## config.mk

```make
export PLATFORM = sky130hd
export DESIGN_NAME = mux4_scan
export DESIGN_NICKNAME = d
export VERILOG_FILES = /design/src/rtl/mux4_scan.sv
export SDC_FILE = /design/constraint.sdc
export NUM_CORES = 1
export LEC_CHECK = 0
export ABC_AREA = 0
export BUFFER_PORTS_ARGS = -buffer_cell sky130_fd_sc_hd__buf_2
export CORE_MARGIN = 3
export CORE_UTILIZATION = 31
export DETAILED_ROUTE_END_ITERATION = 10
export GPL_TIMING_DRIVEN = 1
export SLEW_MARGIN = 15
export SYNTH_ARGS = -nofsm -noshare
export SYNTH_HDL_FRONTEND = slang
export SYNTH_HIERARCHICAL = 1
export SYNTH_SLANG_ARGS = --single-unit
```

## constraint.sdc

```tcl
create_clock -name clk -period 1.75 [get_ports clk]
set_clock_uncertainty 0.15 [all_clocks]
set_input_delay 0.0875 -clock clk [delete_from_list [all_inputs] [get_ports clk]]
set_output_delay 0.0875 -clock clk [all_outputs]
set_load 0.01 [all_outputs]
```

## src/rtl/mux4_scan.sv

```systemverilog
// Sequential scanner for a downstream 4:1 mux: steps sel across the enabled
// channels, lets each settle for DWELL cycles, then captures mux_out per channel.

module mux4_scan_lane (
  input  logic clk,
  input  logic rst_n,
  input  logic wr,
  input  logic d,
  output logic q
);
  always_ff @(posedge clk or negedge rst_n)
    if (!rst_n)  q <= 1'b0;
    else if (wr) q <= d;
endmodule

module mux4_scan #(
  parameter int DWELL = 2
) (
  input  logic       clk,
  input  logic       rst_n,
  input  logic       start,
  input  logic [3:0] mask,
  input  logic       mux_out,
  output logic [1:0] sel,
  output logic [3:0] sample,
  output logic       busy,
  output logic       done
);
  typedef enum logic [1:0] {IDLE, SETTLE, CAPTURE, FINISH} state_t;

  state_t     state;
  logic [3:0] mask_q;
  logic [3:0] cnt;
  logic [1:0] first_sel, nxt_sel;
  logic       nxt_vld;

  // lowest enabled channel of the incoming mask
  always_comb begin
    first_sel = 2'd0;
    for (int i = 3; i >= 0; i--)
      if (mask[i]) first_sel = 2'(i);
  end

  // next enabled channel strictly above the current one
  always_comb begin
    nxt_vld = 1'b0;
    nxt_sel = sel;
    for (int i = 3; i >= 0; i--)
      if (mask_q[i] && (3'(i) > {1'b0, sel})) begin
        nxt_vld = 1'b1;
        nxt_sel = 2'(i);
      end
  end

  always_ff @(posedge clk or negedge rst_n)
    if (!rst_n) begin
      state  <= IDLE;
      sel    <= 2'd0;
      mask_q <= 4'd0;
      cnt    <= 4'd0;
      busy   <= 1'b0;
      done   <= 1'b0;
    end else begin
      done <= 1'b0;
      case (state)
        IDLE: if (start) begin
          mask_q <= mask;
          cnt    <= 4'd0;
          busy   <= 1'b1;
          if (mask == 4'd0) begin
            state <= FINISH;
            done  <= 1'b1;
          end else begin
            state <= SETTLE;
            sel   <= first_sel;
          end
        end
        SETTLE: begin
          cnt <= cnt + 4'd1;
          if (cnt == 4'(DWELL - 1)) state <= CAPTURE;
        end
        CAPTURE: if (nxt_vld) begin
          sel   <= nxt_sel;
          cnt   <= 4'd0;
          state <= SETTLE;
        end else begin
          state <= FINISH;
          done  <= 1'b1;
        end
        FINISH: begin
          state <= IDLE;
          busy  <= 1'b0;
        end
        default: state <= IDLE;
      endcase
    end

  // sel only ever lands on enabled channels, so disabled lanes are never written
  for (genvar g = 0; g < 4; g++) begin : g_lane
    mux4_scan_lane u_lane (
      .clk   (clk),
      .rst_n (rst_n),
      .wr    ((state == CAPTURE) && (sel == 2'(g))),
      .d     (mux_out),
      .q     (sample[g])
    );
  end
endmodule
```

Word-level counts from Yosys, hierarchy flattened:

Index checks and enable logic that the tools add are counted.

* output and inout port bits: 8
* register bits: 18
* input port bits: 8
* word-level logic and storage cells: 72

* add/sub/neg operators: 1
* muxes and demuxes: 28
* equal/unequal tests: 12
* order comparisons: 3
* reductions and logical operators: 18

Operator list (count)
* $mux 2: 14
* $pmux 4 s3: 1
* $eq 2x2->1 const B: 4
* $mux 4: 2
* $ne 2x2->1 const B: 4
* $pmux 2 s4: 1
* $logic_and 1x1->1: 7
* $mux 1: 7
* $reduce_and 2->1: 3
* $reduce_and 5->1: 1
* $add 4x1->4 const B: 1
* $eq 2x1->1 const B: 2
* $eq 4x1->1 const B: 1
* $gt 2x2->1 const A: 2
* $logic_not 2->1: 2
* $logic_not 4->1: 1
* $ne 4x4->1 const B: 1
* $pmux 1 s2: 2
* $pmux 2 s2: 1
* $reduce_bool 2->1: 2
* $reduce_and 3->1: 1
* $reduce_bool 3->1: 1
* $gt 1x2->1 const A: 1

Depth between registers and ports, before layout:

Gate-level depths: netlist of the first run.

* depth in word-level cells: 7
* depth in mapped cells: 5

Modules after synthesis:

The synthesis of the first run kept the hierarchy.

Modules (own cells, without submodules)
* mux4_scan: area an instance 743.2 um^2, instances 1, seq. area each 325.3 um^2, cells an instance 80
* mux4_scan_lane: area an instance 40.0 um^2, instances 4, seq. area each 25.0 um^2, cells an instance 2

Least setup slack after synthesis of the first run:

OpenSTA, ideal clock, no wires.

* kind: register to register
* start point: reg sel[0]
* end point: reg sel[1]
* slack: 87 ps
* setup time: 128 ps
* period minus slack after synthesis: 1663 ps
* cell stages (with the launch flop): 5
* path buffers: 0
* data arrival time: 1385 ps
* path through: dfrtp_1 or3b_1 o2111ai_2 o21ai_2 mux2_1

* longest elaborated chain between the ends: 7

RTL lines
* from (decl): RTL line 24 `output logic [1:0] sel,`
* from (signal assigned): RTL line 75 `sel <= first_sel;`
* from (signal assigned): RTL line 83 `sel <= nxt_sel;`
* $gt 2x2->1: RTL line 49 `if (mask_q[i] && (3'(i) > {1'b0, sel})) begin`
* $logic_and 1x1->1: RTL line 49
* $mux 1 (3 in series): RTL line 49
* $ne 2x2->1 (no source line)
* $reduce_and 5->1 (no source line)

Several ways; a longest one is shown, not always the timed one. The select of a mux whose other input is x is not followed.
A chain may end at the register's enable or synchronous reset.

Worst setup path after layout of the first run:

* start point: in mask[1]
* end point: reg sel[0]

* longest elaborated chain between the ends: 5

RTL lines
* from (decl): RTL line 22 `input logic [3:0] mask,`
* $mux 2 (2 in series): RTL line 41 `if (mask[i]) first_sel = 2'(i);`
* $mux 2: RTL line 70 `if (mask == 4'd0) begin`
* $mux 2: RTL line 66 `IDLE: if (start) begin`
* $pmux 2 s2: RTL line 65 `case (state)`

Several ways; a longest one is shown, not always the timed one. The select of a mux whose other input is x is not followed.

==> results.md, run 1 <==
- Met2 GRT Util: 18.8%
- Initial antenna violation count: 0
- Hold crit path type: in2async
- Layout net count: 129
- Routed wire length: 1820 um
- RSZ-0062 raised after global routing: false
- Slew @ Worst Pin: 0.376 ns
- Largest stage delay, worst path: 0.52 ns
- Sw Share: 37.8%
- Worst path slowest cell: dlygate4sd3_1
- CP endpoint kind: flip-flop
- Met3 GRT Util: 2.38%
- Tot Pwr: 0.00176 W
- Register area share after synthesis: 47.1%
- Post-DRT Antenna Nets: 0
- Detail Placement HPWL: 1290 um
- Die Area: 0.00360 sq mm
- M1 GR Usage: 16.0%
- Worst path required time: 1.79 ns
- Synth Flop Type: dfrtp_1
- CTS buffer count: 3
- Maxcap violations: 0
- CTS clk-pin slew, worst paths: 0.10 ns
- Worst Path Buf+Inv: 3
- Port bufs: 15
- Syn nets: 98
- First-pass GRT wire length: 3310 um
- Leak: 0.545 nW
- Critical path class: in2reg
- Internal power: 0.00109 W
- TritonCTS clock tree: done
- Critical path startpoint category: primary input
- Syn avg cell area: 10.3 sq um
- Cell Rows: 18
- Global Route Usage Sum: 12.2%
- Hold Vio Cnt, Final: 0
- Die width: 60.0 um
- Mapped Cells: 88
- Placed insts: 138
- Maximum vdd drop: 701 uV
- Setup TNS: 0 ns
- H-tree depth: 1
- Warnings, synthesis: 6
- ANT cells: 0
- Chain of cells forming the critical path: dlygate4sd3_1 > buf_2 > nor4_2 > buf_4 > nor3b_1 > o21ai_2 > mux2_1
- Yosys cell types: 29
- Fmax: 594 MHz
- Comb power frac: 49.1%
- Worst slew margin: 74.9%
- Pins over their slew limit: 0
- Vias in the first global route: 752
- Initial DRC Count: 12
- # setup viols final: 0
- Ratio of cells with drive above 1 in the final layout: 29.7%
- Initial core utilization: 34.6%
- Final Cell Area: 0.00115 sq mm
- Die height: 60.0 um
- Vias after detailed routing: 745
- Arrival time at the worst endpoint: 1.72 ns
- Final Instance Count excl. Fillers: 148
- Fill count: 257
- Average wire per standard cell: 12.3 um
- Placed instance area: 0.00106 sq mm
- Worst path top cell family by delay: buffers and inverters
- IO Count: 16
- Layout area overhead: 27.7%
- Minimum clock period: 1.68 ns
- Clock share of power: 12.6%
- Share of power burned in registers: 38.3%
- CTS root buffer: clkbuf_4
- Core ar.: 0.00261 sq mm
- Drt drc: 0
- Post-Syn Area: 903 sq um
- Status: completed
- Routability cong.: 0.806
- Via density: 5.03
- Drt first pass iters: 4
- CTS max path bufs: 2
- Net Switching: 0.000664 W
- Synth async-reset ratio: 100%
- Worst-Skew Late Latency: 0.30 ns
- Post-synth EDFFs: 0
- Max FO, Critical Path: 4
- Clk sinks: 17
- GR peak layer: met2
- Util after Layout: 44.2%
- PD cells: 1520 mW/mm^2
- Fin crit share: 96.1%
- Largest net degree at the start of global routing: 18
- Yosys reg bits: 17
- GR Overflow Total: 0
[per-layer routing]
layer	share of wire [%]	vias up
li1	-	373
met1	47	352
met2	45	17
met3	5.3	3
met4	2.0	0
met5	0	-
[registers in the layout (all words and copies together) (netlist names)]
signal / cells
cnt: 4
g_lane.u_lane/q: 4
mask_q: 3
sel: 2
state: 2
busy: 1
done: 1
[repair_timing]
item                                    CTS  global route
endpoints found under the setup margin    0             2
resized for setup                         0             1
setup buffers                             0             0
hold endpoints to repair                 26             0
hold buffers                              6             0
[layout make-up]
class	instances	area, sq um	area share (%)
timing repair buffer	28	188	16.3
sequential	17	425	36.9
multi-input combinational	64	458	39.7
tap	30	37.5	3.25
inverter	5	18.8	1.63
clock buffer	4	26.3	2.28
[logic make-up after synthesis]
group / Yosys count / synth area share [%]
adders and majority gates: 2 / 2.77
xor gates and xnor gates: 1 / 0.970
AOI/OAI and AO/OA: 20 / 15.9
buffers and inverters: 7 / 2.91
and+or+nand+nor: 33 / 18.7
muxes: 8 / 11.6
DFF: 17 / 47.1
[power by group through the flow]
stage                     Clock (W)  Combinational (W)  Sequential, W
after global placement            0           0.000845       0.000678
final                      0.000221           0.000863       0.000672
after CTS                  0.000235           0.000867       0.000676
after detailed placement          0           0.000852       0.000685
after global routing       0.000245           0.000993       0.000699
after floorplan                   0           0.000507       0.000740
[cell usage in the layout, fill, tap and decap left out, types with 2 or more instances in the layout]
cell type,netlist,layout
nor2_1,8,8
mux2_1,2,2
o2bb2ai_1,3,3
a21oi_1,4,4
clkbuf_4,0,3
mux2_2,2,2
dfrtp_1,17,17
inv_1,5,5
nand2b_1,3,3
a22o_1,2,2
ha_1,2,2
buf_4,0,7
nand2_1,10,10
o21ai_0,6,6
dlygate4sd3_1,0,6
mux2_4,4,4
nor3b_1,4,4
buf_2,0,15
[path summary, 6_finish.rpt]
kind / from / to / slack, ns / cells past startpoint
min: rst_n / mask_q[2] / 0.08 / 2
min in group clk: mask[0] / done / 0.08 / 5
max: mask[1] / sel[0] / 0.07 / 7
max in group asynchronous: rst_n / sel[0] / 1.10 / 2
max reg2reg: sel[0] / sel[0] / 0.11 / 4
min reg2reg: g_lane[0].u_lane/q / g_lane[0].u_lane/q / 0.36 / 1
[synthesized netlist by cell type, types with 3 or more instances]
master,instances,area (sq um)
mux2_4,4,60.1
dfrtp_1,17,425
o2bb2ai_1,3,26.3
nor2_1,8,30.0
nand2_1,10,37.5
nor3b_1,4,30.0
o21ai_0,6,30.0
inv_1,5,18.8
a21oi_1,4,20.0
nand2b_1,3,18.8
[per-stage QoR]
stage / setup slack [ns] / hold WS [ns]
3_5_place_dp: 0.126 / -0.115
3_3_place_gp: 0.166 / -0.115
6_report: 0.0676 / 0.0774
4_1_cts: 0.0309 / 0.0635
2_1_floorplan: 0.0869 / -0.358
5_1_grt: 0.0124 / 0.0887
Power figures use the tool's default switching activity.
==> inputs of run 2 (changes only) <==
RECOVER_POWER = 100   (was not set)
==> results.md, run 2 (synthesized netlist as in run 1, its figures left out) <==
- First-pass GRT wire length: 3310 um (unchanged)
- Fin crit share: 96.1% (about the same)
- Leak: 0.512 nW (was 0.545 nW)
- Status: completed (unchanged)
- Ratio of cells with drive above 1 in the final layout: 21.2% (was 29.7%)
- Minimum clock period: 1.68 ns (about the same)
- GR Overflow Total: 0 (unchanged)
- Cell Rows: 18 (unchanged)
- Maxcap violations: 0 (unchanged)
- Initial core utilization: 34.6% (unchanged)
- Clk sinks: 17 (unchanged)
- Drt first pass iters: 4 (unchanged)
- Max FO, Critical Path: 4 (unchanged)
- Critical path startpoint category: primary input (unchanged)
- Drt drc: 0 (unchanged)
- Hold crit path type: in2reg (was in2async)
- Placed insts: 138 (unchanged)
- Net Switching: 0.000667 W (was 0.000664 W)
- Worst-Skew Late Latency: 0.30 ns (about the same)
- Biggest regs: cnt (4), g_lane.u_lane/q (4), mask_q (3) (unchanged)
- Arrival time at the worst endpoint: 1.72 ns (about the same)
- Setup TNS: 0 ns (unchanged)
- Vias after detailed routing: 737 (was 745)
- Post-DRT Antenna Nets: 0 (unchanged)
- Die width: 60.0 um (unchanged)
- Tot Pwr: 0.00172 W (was 0.00176 W)
- Die height: 60.0 um (unchanged)
- ANT cells: 0 (unchanged)
- Routability cong.: 0.806 (unchanged)
- TritonCTS clock tree: done (unchanged)
- CTS buffer count: 3 (unchanged)
- Layout net count: 129 (unchanged)
- RSZ-0062 raised after global routing: false (unchanged)
- Initial DRC Count: 14 (was 12)
- Largest net degree at the start of global routing: 18 (unchanged)
- Sw Share: 38.8% (was 37.8%)
- CTS root buffer: clkbuf_4 (unchanged)
- Worst path required time: 1.79 ns (about the same)
- Critical path class: in2reg (unchanged)
- Post-CTS Setup Repair Bufs: 0 (unchanged)
- Commonest non-fill, non-tap cell in the layout: dfrtp_1 (unchanged)
- CTS max path bufs: 2 (unchanged)
- Final Instance Count excl. Fillers: 148 (unchanged)
- Die Area: 0.00360 sq mm (unchanged)
- H-tree depth: 1 (unchanged)
- Slew @ Worst Pin: 0.907 ns (was 0.376 ns)
- Hold Vio Cnt, Final: 0 (unchanged)
- Internal power: 0.00105 W (was 0.00109 W)
- Comb power frac: 48.0% (was 49.1%)
- Port bufs: 15 (unchanged)
- PD cells: 1520 mW/mm^2 (about the same)
- Layout area overhead: 25.5% (was 27.7%)
- CTS clk-pin slew, worst paths: 0.10 ns (about the same)
- IO Count: 16 (unchanged)
- Util after Layout: 43.4% (was 44.2%)
- Most frequent cells in the layout: 17 x dfrtp_1, 10 x nand2_1, 10 x clkbuf_1 (was 17 x dfrtp_1, 15 x buf_2, 10 x nand2_1)
- Core ar.: 0.00261 sq mm (unchanged)
- Routed wire length: 1830 um (was 1820 um)
- Detail Placement HPWL: 1290 um (unchanged)
- # setup viols final: 0 (unchanged)
- CP endpoint kind: flip-flop (unchanged)
- Share of power burned in registers: 39.2% (was 38.3%)
- Fmax: 595 MHz (was 594 MHz)
- Pins over their slew limit: 0 (unchanged)
- Clock share of power: 12.8% (was 12.6%)
- Average wire per standard cell: 12.3 um (about the same)
- Via density: 4.98 (was 5.03)
- Maximum vdd drop: 686 uV (was 701 uV)
- Initial antenna violation count: 0 (unchanged)
- Worst slew margin: 39.5% (was 74.9%)
- Global Route Usage Sum: 12.2% (unchanged)
- Vias in the first global route: 752 (unchanged)
run 2: cell count changes in the layout (fill, tap and decap cells not counted):
cell and change:
mux2_4 -1, clkbuf_1 +9, buf_2 -7, mux2_1 +1, buf_4 -2
run 2: path summary, 6_finish.rpt:
kind / end / from / slack [ns] / cells after the start
worst max-delay path: sel[0] / mask[1] / 0.07 / 7
max in group asynchronous: g_lane[1].u_lane/q / rst_n / 0.62 / 2
min in group asynchronous: cnt[3] / rst_n / 0.28 / 2
worst min register to register: g_lane[1].u_lane/q / g_lane[1].u_lane/q / 0.35 / 1
worst min-delay path: done / mask[0] / 0.08 / 5
worst max register to register: sel[0] / sel[1] / 0.11 / 4
run 2: layout make-up:
class | instances | area, sq um
timing repair buffer | 28 | 171
clock buffer | 4 | 26.3
sequential | 17 | 425
multi-input combinational | 64 | 454
fill | 264 | 1480
inverter | 5 | 18.8
tap | 30 | 37.5
run 2: critical path, cell delays in order:
cell and delay (ns):
dlygate4sd3_1 0.52, buf_2 0.15, nor4_2 0.27, buf_4 0.16, nor3b_1 0.05, o21ai_2 0.14, mux2_1 0.34
run 2: power by group through the flow:
| stage | registers (W) | clock network (W) | logic, W |
|---|---|---|---|
| after floorplan | 0.000740 | 0 | 0.000507 |
| after global placement | 0.000678 | 0 | 0.000845 |
| after detailed placement | 0.000685 | 0 | 0.000852 |
| after CTS | 0.000676 | 0.000235 | 0.000867 |
| after global routing | 0.000700 | 0.000245 | 0.000952 |
| final | 0.000673 | 0.000220 | 0.000826 |
run 2: metal layers:
layer / wire length (um) / share of wire [%] / global-route usage, % / vias to the layer above
li1: - / - / - / 371
met1: 873 / 48 / 16.0 / 348
met2: 821 / 45 / 18.8 / 15
met3: 93 / 5.1 / 2.38 / 3
met4: 36 / 2.0 / 6.65 / 0
met5: 0 / 0 / 0 / -
run 2: stage by stage:
step | area (sq um) | worst slack [ns] | hold slack (ns)
detailed placement | 1060 | 0.126 | -0.115
floorplan | 903 | 0.0869 | -0.358
finish | 1130 | 0.0681 | 0.0787
global route | 1130 | 0.0124 | 0.0887
CTS | 1150 | 0.0309 | 0.0635
global placement | 1060 | 0.166 | -0.115
run 2: what timing repair did:
item                                    CTS  global route
gates resized for setup                   0             1
endpoints found under the setup margin    0             2
hold endpoints to repair                 26             0
hold buffers                              6             0
